## src/rtl/loader_write_fifo_if.sv

```systemverilog
// -----------------------------------------------------------------------------
// loader_write_fifo_if
// Bus bundle between game_loader / top-level and loader_write_fifo.
//   master : loader side; drives flush, in_write, in_addr, in_data, nes_ce and
//            observes the SDRAM-facing outputs and the status flags.
//   slave  : the FIFO itself.
// Signals:
//   flush      synchronous clear of FIFO, outputs, overflow and checksum
//   in_write   one-cycle write strobe; in_addr/in_data sampled with it
//   nes_ce     NES clock-enable phase counter
//   out_write  SDRAM write enable, held for one nes_ce period
//   out_addr   SDRAM write address
//   out_data   SDRAM write data
//   level      occupancy 0..DEPTH
//   full       level == DEPTH
//   empty      level == 0
//   overflow   sticky: a strobe was dropped
//   busy       !empty || out_write
//   checksum   16-bit sum of issued data (zero unless checksum build)
// -----------------------------------------------------------------------------
interface loader_write_fifo_if #(
  parameter int DEPTH  = 16,
  parameter int ADDR_W = 22,
  parameter int DATA_W = 8
);
  logic                     flush;
  logic                     in_write;
  logic [ADDR_W-1:0]        in_addr;
  logic [DATA_W-1:0]        in_data;
  logic [1:0]               nes_ce;
  logic                     out_write;
  logic [ADDR_W-1:0]        out_addr;
  logic [DATA_W-1:0]        out_data;
  logic [$clog2(DEPTH):0]   level;
  logic                     full;
  logic                     empty;
  logic                     overflow;
  logic                     busy;
  logic [15:0]              checksum;

  modport master (
    output flush, in_write, in_addr, in_data, nes_ce,
    input  out_write, out_addr, out_data, level, full, empty, overflow, busy,
           checksum
  );

  modport slave (
    input  flush, in_write, in_addr, in_data, nes_ce,
    output out_write, out_addr, out_data, level, full, empty, overflow, busy,
           checksum
  );
endinterface

```

## src/rtl/loader_write_fifo.sv

```systemverilog
// -----------------------------------------------------------------------------
// loader_write_fifo
// Buffers ROM bytes coming from game_loader and replays them to SDRAM port A,
// one entry per NES memory slot (nes_ce == CE_SLOT). Each issued write is held
// stable until the next slot, i.e. one full 4-cycle nes_ce period. Lets the
// SPI loader burst bytes faster than the NES slot rate.
//
// Ports:
//   clk    system clock (NES clock domain)
//   reset  asynchronous, active-high reset
//   bus    loader_write_fifo_if.slave (see interface file for signal list)
//
// Build option:
//   LOADER_FIFO_CHECKSUM_EN  when defined, checksum is a 16-bit wrap-around
//                            sum of every issued data byte; otherwise it is
//                            tied to zero and no adder exists.
// -----------------------------------------------------------------------------
module loader_write_fifo #(
  parameter int         DEPTH   = 16,
  parameter int         ADDR_W  = 22,
  parameter int         DATA_W  = 8,
  parameter logic [1:0] CE_SLOT = 2'd3
) (
  input  logic                clk,
  input  logic                reset,
  loader_write_fifo_if.slave  bus
);

  localparam int PTR_W = $clog2(DEPTH);
  localparam int LVL_W = PTR_W + 1;
  localparam int ENT_W = ADDR_W + DATA_W;

  // Storage has no reset so it can map onto distributed RAM.
  logic [ENT_W-1:0]  r_mem [DEPTH];
  logic [PTR_W-1:0]  r_wptr;
  logic [PTR_W-1:0]  r_rptr;
  logic [LVL_W-1:0]  r_level;
  logic              r_overflow;
  logic              r_out_write;
  logic [ADDR_W-1:0] r_out_addr;
  logic [DATA_W-1:0] r_out_data;

  logic              w_issue;
  logic              w_full;
  logic              w_empty;
  logic              w_pop;
  logic              w_push;
  logic              w_drop;
  logic [ENT_W-1:0]  w_head;

  assign w_full  = (r_level == LVL_W'(DEPTH));
  assign w_empty = (r_level == '0);
  assign w_issue = (bus.nes_ce == CE_SLOT);
  assign w_pop   = w_issue && !w_empty;
  // A pop in the same cycle frees a slot, so a full FIFO still accepts.
  assign w_push  = bus.in_write && (!w_full || w_pop);
  assign w_drop  = bus.in_write && w_full && !w_pop;
  assign w_head  = r_mem[r_rptr];

  always_ff @(posedge clk) begin
    if (w_push && !bus.flush)
      r_mem[r_wptr] <= {bus.in_addr, bus.in_data};
  end

  always_ff @(posedge clk or posedge reset) begin
    if (reset) begin
      r_wptr     <= '0;
      r_rptr     <= '0;
      r_level    <= '0;
      r_overflow <= 1'b0;
    end else if (bus.flush) begin
      r_wptr     <= '0;
      r_rptr     <= '0;
      r_level    <= '0;
      r_overflow <= 1'b0;
    end else begin
      if (w_push)
        r_wptr <= r_wptr + PTR_W'(1);
      if (w_pop)
        r_rptr <= r_rptr + PTR_W'(1);
      case ({w_push, w_pop})
        2'b10:   r_level <= r_level + LVL_W'(1);
        2'b01:   r_level <= r_level - LVL_W'(1);
        default: r_level <= r_level;
      endcase
      if (w_drop)
        r_overflow <= 1'b1;
    end
  end

  // Outputs only move in issue cycles, so they stay put for a whole slot.
  always_ff @(posedge clk or posedge reset) begin
    if (reset) begin
      r_out_write <= 1'b0;
      r_out_addr  <= '0;
      r_out_data  <= '0;
    end else if (bus.flush) begin
      r_out_write <= 1'b0;
      r_out_addr  <= '0;
      r_out_data  <= '0;
    end else if (w_issue) begin
      if (w_pop) begin
        r_out_write              <= 1'b1;
        {r_out_addr, r_out_data} <= w_head;
      end else begin
        r_out_write <= 1'b0;
      end
    end
  end

`ifdef LOADER_FIFO_CHECKSUM_EN
  logic [15:0] r_checksum;

  function automatic logic [15:0] f_csum_add(input logic [15:0] acc,
                                             input logic [DATA_W-1:0] d);
    logic [15:0] ext;
    ext = '0;
    for (int i = 0; i < DATA_W && i < 16; i++)
      ext[i] = d[i];
    return acc + ext;
  endfunction

  always_ff @(posedge clk or posedge reset) begin
    if (reset)
      r_checksum <= '0;
    else if (bus.flush)
      r_checksum <= '0;
    else if (w_pop)
      r_checksum <= f_csum_add(r_checksum, w_head[DATA_W-1:0]);
  end

  assign bus.checksum = r_checksum;
`else
  assign bus.checksum = 16'h0000;
`endif

  assign bus.out_write = r_out_write;
  assign bus.out_addr  = r_out_addr;
  assign bus.out_data  = r_out_data;
  assign bus.level     = r_level;
  assign bus.full      = w_full;
  assign bus.empty     = w_empty;
  assign bus.overflow  = r_overflow;
  assign bus.busy      = !w_empty || r_out_write;

endmodule
```

## src/flat_wrapper.sv

```systemverilog
// flat-port wrapper written by rule: the top's interface ports become plain ports
module loader_write_fifo_flat 
#(
  parameter int         DEPTH   = 16,
  parameter int         ADDR_W  = 22,
  parameter int         DATA_W  = 8,
  parameter logic [1:0] CE_SLOT = 2'd3
)
  (clk, reset, bus_flush, bus_in_write, bus_in_addr, bus_in_data, bus_nes_ce, bus_out_write, bus_out_addr, bus_out_data, bus_level, bus_full, bus_empty, bus_overflow, bus_busy, bus_checksum);
  loader_write_fifo_if #(.DEPTH(DEPTH), .ADDR_W(ADDR_W), .DATA_W(DATA_W)) bus_i ();
  input  logic clk;
  input  logic reset;
  input wire logic [$bits(bus_i.flush)-1:0] bus_flush;
  input wire logic [$bits(bus_i.in_write)-1:0] bus_in_write;
  input wire logic [$bits(bus_i.in_addr)-1:0] bus_in_addr;
  input wire logic [$bits(bus_i.in_data)-1:0] bus_in_data;
  input wire logic [$bits(bus_i.nes_ce)-1:0] bus_nes_ce;
  output wire logic [$bits(bus_i.out_write)-1:0] bus_out_write;
  output wire logic [$bits(bus_i.out_addr)-1:0] bus_out_addr;
  output wire logic [$bits(bus_i.out_data)-1:0] bus_out_data;
  output wire logic [$bits(bus_i.level)-1:0] bus_level;
  output wire logic [$bits(bus_i.full)-1:0] bus_full;
  output wire logic [$bits(bus_i.empty)-1:0] bus_empty;
  output wire logic [$bits(bus_i.overflow)-1:0] bus_overflow;
  output wire logic [$bits(bus_i.busy)-1:0] bus_busy;
  output wire logic [$bits(bus_i.checksum)-1:0] bus_checksum;
  assign bus_i.flush = bus_flush;
  assign bus_i.in_write = bus_in_write;
  assign bus_i.in_addr = bus_in_addr;
  assign bus_i.in_data = bus_in_data;
  assign bus_i.nes_ce = bus_nes_ce;
  assign bus_out_write = bus_i.out_write;
  assign bus_out_addr = bus_i.out_addr;
  assign bus_out_data = bus_i.out_data;
  assign bus_level = bus_i.level;
  assign bus_full = bus_i.full;
  assign bus_empty = bus_i.empty;
  assign bus_overflow = bus_i.overflow;
  assign bus_busy = bus_i.busy;
  assign bus_checksum = bus_i.checksum;
  loader_write_fifo #(.DEPTH(DEPTH), .ADDR_W(ADDR_W), .DATA_W(DATA_W), .CE_SLOT(CE_SLOT)) u_core (.clk(clk), .reset(reset), .bus(bus_i));
endmodule
```

## config.mk

```make
export PLATFORM = sky130hd
export DESIGN_NAME = loader_write_fifo_flat
export DESIGN_NICKNAME = d
export VERILOG_FILES = /design/src/rtl/loader_write_fifo_if.sv /design/src/rtl/loader_write_fifo.sv /design/src/flat_wrapper.sv
export SDC_FILE = /design/constraint.sdc
export NUM_CORES = 1
export LEC_CHECK = 0
export ABC_AREA = 1
export CAP_MARGIN = 10
export CORE_MARGIN = 1.5
export CORE_UTILIZATION = 27
export CTS_CLUSTER_DIAMETER = 80
export DETAILED_ROUTE_END_ITERATION = 8
export GPL_ROUTABILITY_DRIVEN = 0
export PLACE_DENSITY = 0.46
export REMOVE_ABC_BUFFERS = 1
export SYNTH_ARGS = -nofsm -noshare
export SYNTH_HDL_FRONTEND = slang
export SYNTH_SLANG_ARGS = --single-unit
export TNS_END_PERCENT = 30
```

## constraint.sdc

```tcl
create_clock -name clk -period 3.1 [get_ports clk]
set_input_delay 0.62 -clock clk [delete_from_list [all_inputs] [get_ports clk]]
set_output_delay 0.62 -clock clk [all_outputs]
set_load 0.02 [all_outputs]
```

==> metrics.md <==
| Metric | Value |
|---|---|
| Final worst path period share | `0.889` |
| Status | `finished, final reports clean` |
| CTS Root Cell | `clkbuf_16` |
| DIE HEIGHT | `294 um` |
| Port Buffers | `75` |
| Worst-Margin Slew | `1.27 ns` |
| Rows | `106` |
| Placeable Area | `83800 um^2` |
| DRC | `0` |
| Wire per inst | `18.2 um` |
| Yosys Warn Count | `0` |
| Max Cap Violations | `0` |
| Final Max Tran Viols | `0` |
| Synth Area per Inst | `10.3 um^2` |
| CP cell instances | `nor2_2, nand3_1, inv_1, clkdlybuf4s50_1` |
| Crit path kind | `flop to primary output` |
| Largest vdd supply drop | `503 uV` |
| Final WS setup | `0.345 ns` |
| Crit. End Element | `primary output` |
| Yosys cell types | `30` |
| Detail Route Antenna Nets | `0` |
| Area post-placement | `25200 um^2` |
| Antenna cells | `0` |
| H-tree depth | `2` |
| Antenna violations before repair | `0` |
| All-Layer GR Usage | `0.149` |
| Number of CTS-inserted buffers | `57` |
| Mapped cell area | `22900 um^2` |
| Relative slew slack | `0.151` |
| Grt ovf | `0` |
| DR vias/cell | `4.29` |
| Post-route minimum period | `2.75 ns` |
| Final setup fails | `0` |
| Dominant cell type by area after synthesis | `edfxtp_1` |
| Area of the die | `86500 um^2` |
| I/O pin count | `92` |
| Worst path required time | `2.48 ns` |
| Post_cts resized | `0` |
| Via Count | `15000` |
| Layout cells sized above 1 | `0.0728` |
| CTS clk-pin slew, worst paths | `0.06 ns` |
| Clk buf depth | `3` |
| Nets | `2359` |
| Seq cells post-synth | `525` |
| Pre-CTS setup slack | `0.314 ns` |
| CP Launch Type | `flop` |
| Slowest CP cell | `clkdlybuf4s50_1` |
| Final Hold Vio Count | `0` |
| Setup TNS | `0 ns` |
| Cells after Synth | `2229` |
| Sequential area share after synthesis | `0.679` |
| Num Clock Sinks | `525` |
| Largest delay share family, worst path | `buffers and inverters` |
| Die X | `294 um` |
| Crit path DAT | `2.13 ns` |
| Initial Util | `0.273` |
| Max Fanout on Critical Path | `5` |
| Cells taking the most area after synthesis | `edfxtp_1 63%, nand2_1 12%, nand3_1 8.2%` |
| End-of-flow core utilization | `0.322` |
| Setup Buffers After CTS | `0` |
| Fillers | `8573` |
| Initial drt markers | `983` |
| HP Class | `input pin to async pin` |
| Hold Buf Count CTS | `0` |
| Worst-Skew Late Latency | `0.62 ns` |
| Clock skew | `0.0177 ns` |
| Peak Freq | `363 MHz` |
| Slowest stage delay, CP | `0.61 ns` |
| Pin count of the biggest net entering global routing | `193` |
| Unrepaired setup endpoints after global routing | `no` |
| Leakage | `11.3 nW` |
| CP bufs+invs | `2` |
| Final WL | `63.7 mm` |
| Fin area | `27000 um^2` |
| Commonest cells after routing, fill and taps aside | `755 x nand2_1, 480 x edfxtp_1, 383 x inv_1` |
| First-pass GRT wire length | `96.3 mm` |
| Vias in the first global route | `15100` |
| Drt pass-1 iters | `5` |
| Post-DP HPWL | `37.1 mm` |
| Share of the synthesized area in the top cell type | `0.630` |
| PwrDens | `601 nW/um^2` |
| CTS tree | `done` |
| P&R area growth vs syn | `17.9%` |
| Most common cell after layout, fill and taps aside | `nand2_1` |
==> through the flow <==
stage / hold WS, ns / instances / total power (W)
6_report: 0.430 / 3496 / 0.0162
5_1_grt: 0.477 / 3496 / 0.0168
2_1_floorplan: 0.584 / 2121 / 0.00911
3_5_place_dp: 0.464 / 3389 / 0.00988
4_1_cts: 0.453 / 3496 / 0.0164
3_3_place_gp: 0.464 / 3389 / 0.00987
==> routing by layer <==
metal	vias to the layer above	part of all wire	global-route usage
met5	-	0	0
met4	0	0.025	0.0427
met3	81	0.034	0.0172
met2	271	0.50	0.262
met1	7328	0.44	0.191
li1	7302	-	-
==> registers in the layout, summed over array words and instances, names as in the netlist <==
name and count:
u_core.bus.level 5, u_core.r_wptr 4, u_core.bus.out_write 1, u_core.bus.out_data 8
u_core.r_rptr 4, u_core.bus.overflow 1, u_core.bus.out_addr 22, u_core.r_mem 480
==> worst paths after layout <==
path	from	end	depth (start not counted)	slack (ns)
min in group clk	u_core.bus.out_addr[13]	u_core.bus.out_addr[13]	2	0.48
max in group asynchronous	reset	u_core.r_rptr[2]	3	2.04
min	reset	u_core.bus.out_data[1]	2	0.43
max reg2reg	u_core.r_rptr[0]	u_core.bus.out_addr[11]	8	0.80
max	u_core.bus.level[0]	bus_full	4	0.35
min reg2reg	u_core.bus.out_addr[13]	u_core.bus.out_addr[13]	2	0.48
==> cells by family (layout without fill, tap and decap cells) <==
logic type               Yosys count  in the layout  share of synthesized area
other                              1             16                   0.000164
XOR/XNOR                           4              4                    0.00153
adder cells (fa/ha/maj)            9              9                    0.00525
AO/OA/AOI/OAI                     15             15                    0.00366
flip-flops                       525            525                      0.679
buffers and inverters            512            630                     0.0977
AND/OR/NAND/NOR                 1163           1163                      0.212
==> power by group <==
part	internal (W)	switching, W	leakage (nW)
clock network	0.00373	0.00279	0.870
registers	0.00784	0.0000667	4.93
logic	0.000560	0.00122	5.48
total	0.0121	0.00407	11.3
==> synthesized netlist by cell type <==
cell type / instances
nand2_2: 1
nor2_2: 2
edfxtp_1: 480
a31oi_1: 1
clkinv_1: 1
buf_6: 20
inv_1: 386
xnor2_1: 1
nor2_1: 25
clkbuf_1: 18
inv_2: 1
o21ai_2: 1
ha_1: 8
nand2_1: 755
conb_1: 1
fa_1: 1
o21ai_1: 3
dfrtp_1: 45
o21ai_0: 8
nand3_1: 375
buf_4: 25
a31o_2: 1
a21oi_1: 1
inv_4: 1
xor2_1: 3
nand3_2: 2
buf_1: 7
buf_2: 53
nor3_1: 2
nand4_1: 1
==> area by class of cell <==
class	count	area (um^2)	share of cell area
sequential	525	15500	0.577
multi-input combinational	1207	5290	0.196
clock buffer	72	1540	0.0569
inverter	389	1470	0.0544
timing repair buffer	134	1460	0.0540
tap	1134	1420	0.0526
clock inverter	35	246	0.00914
Note: power is estimated with default switching activity, not from simulation.
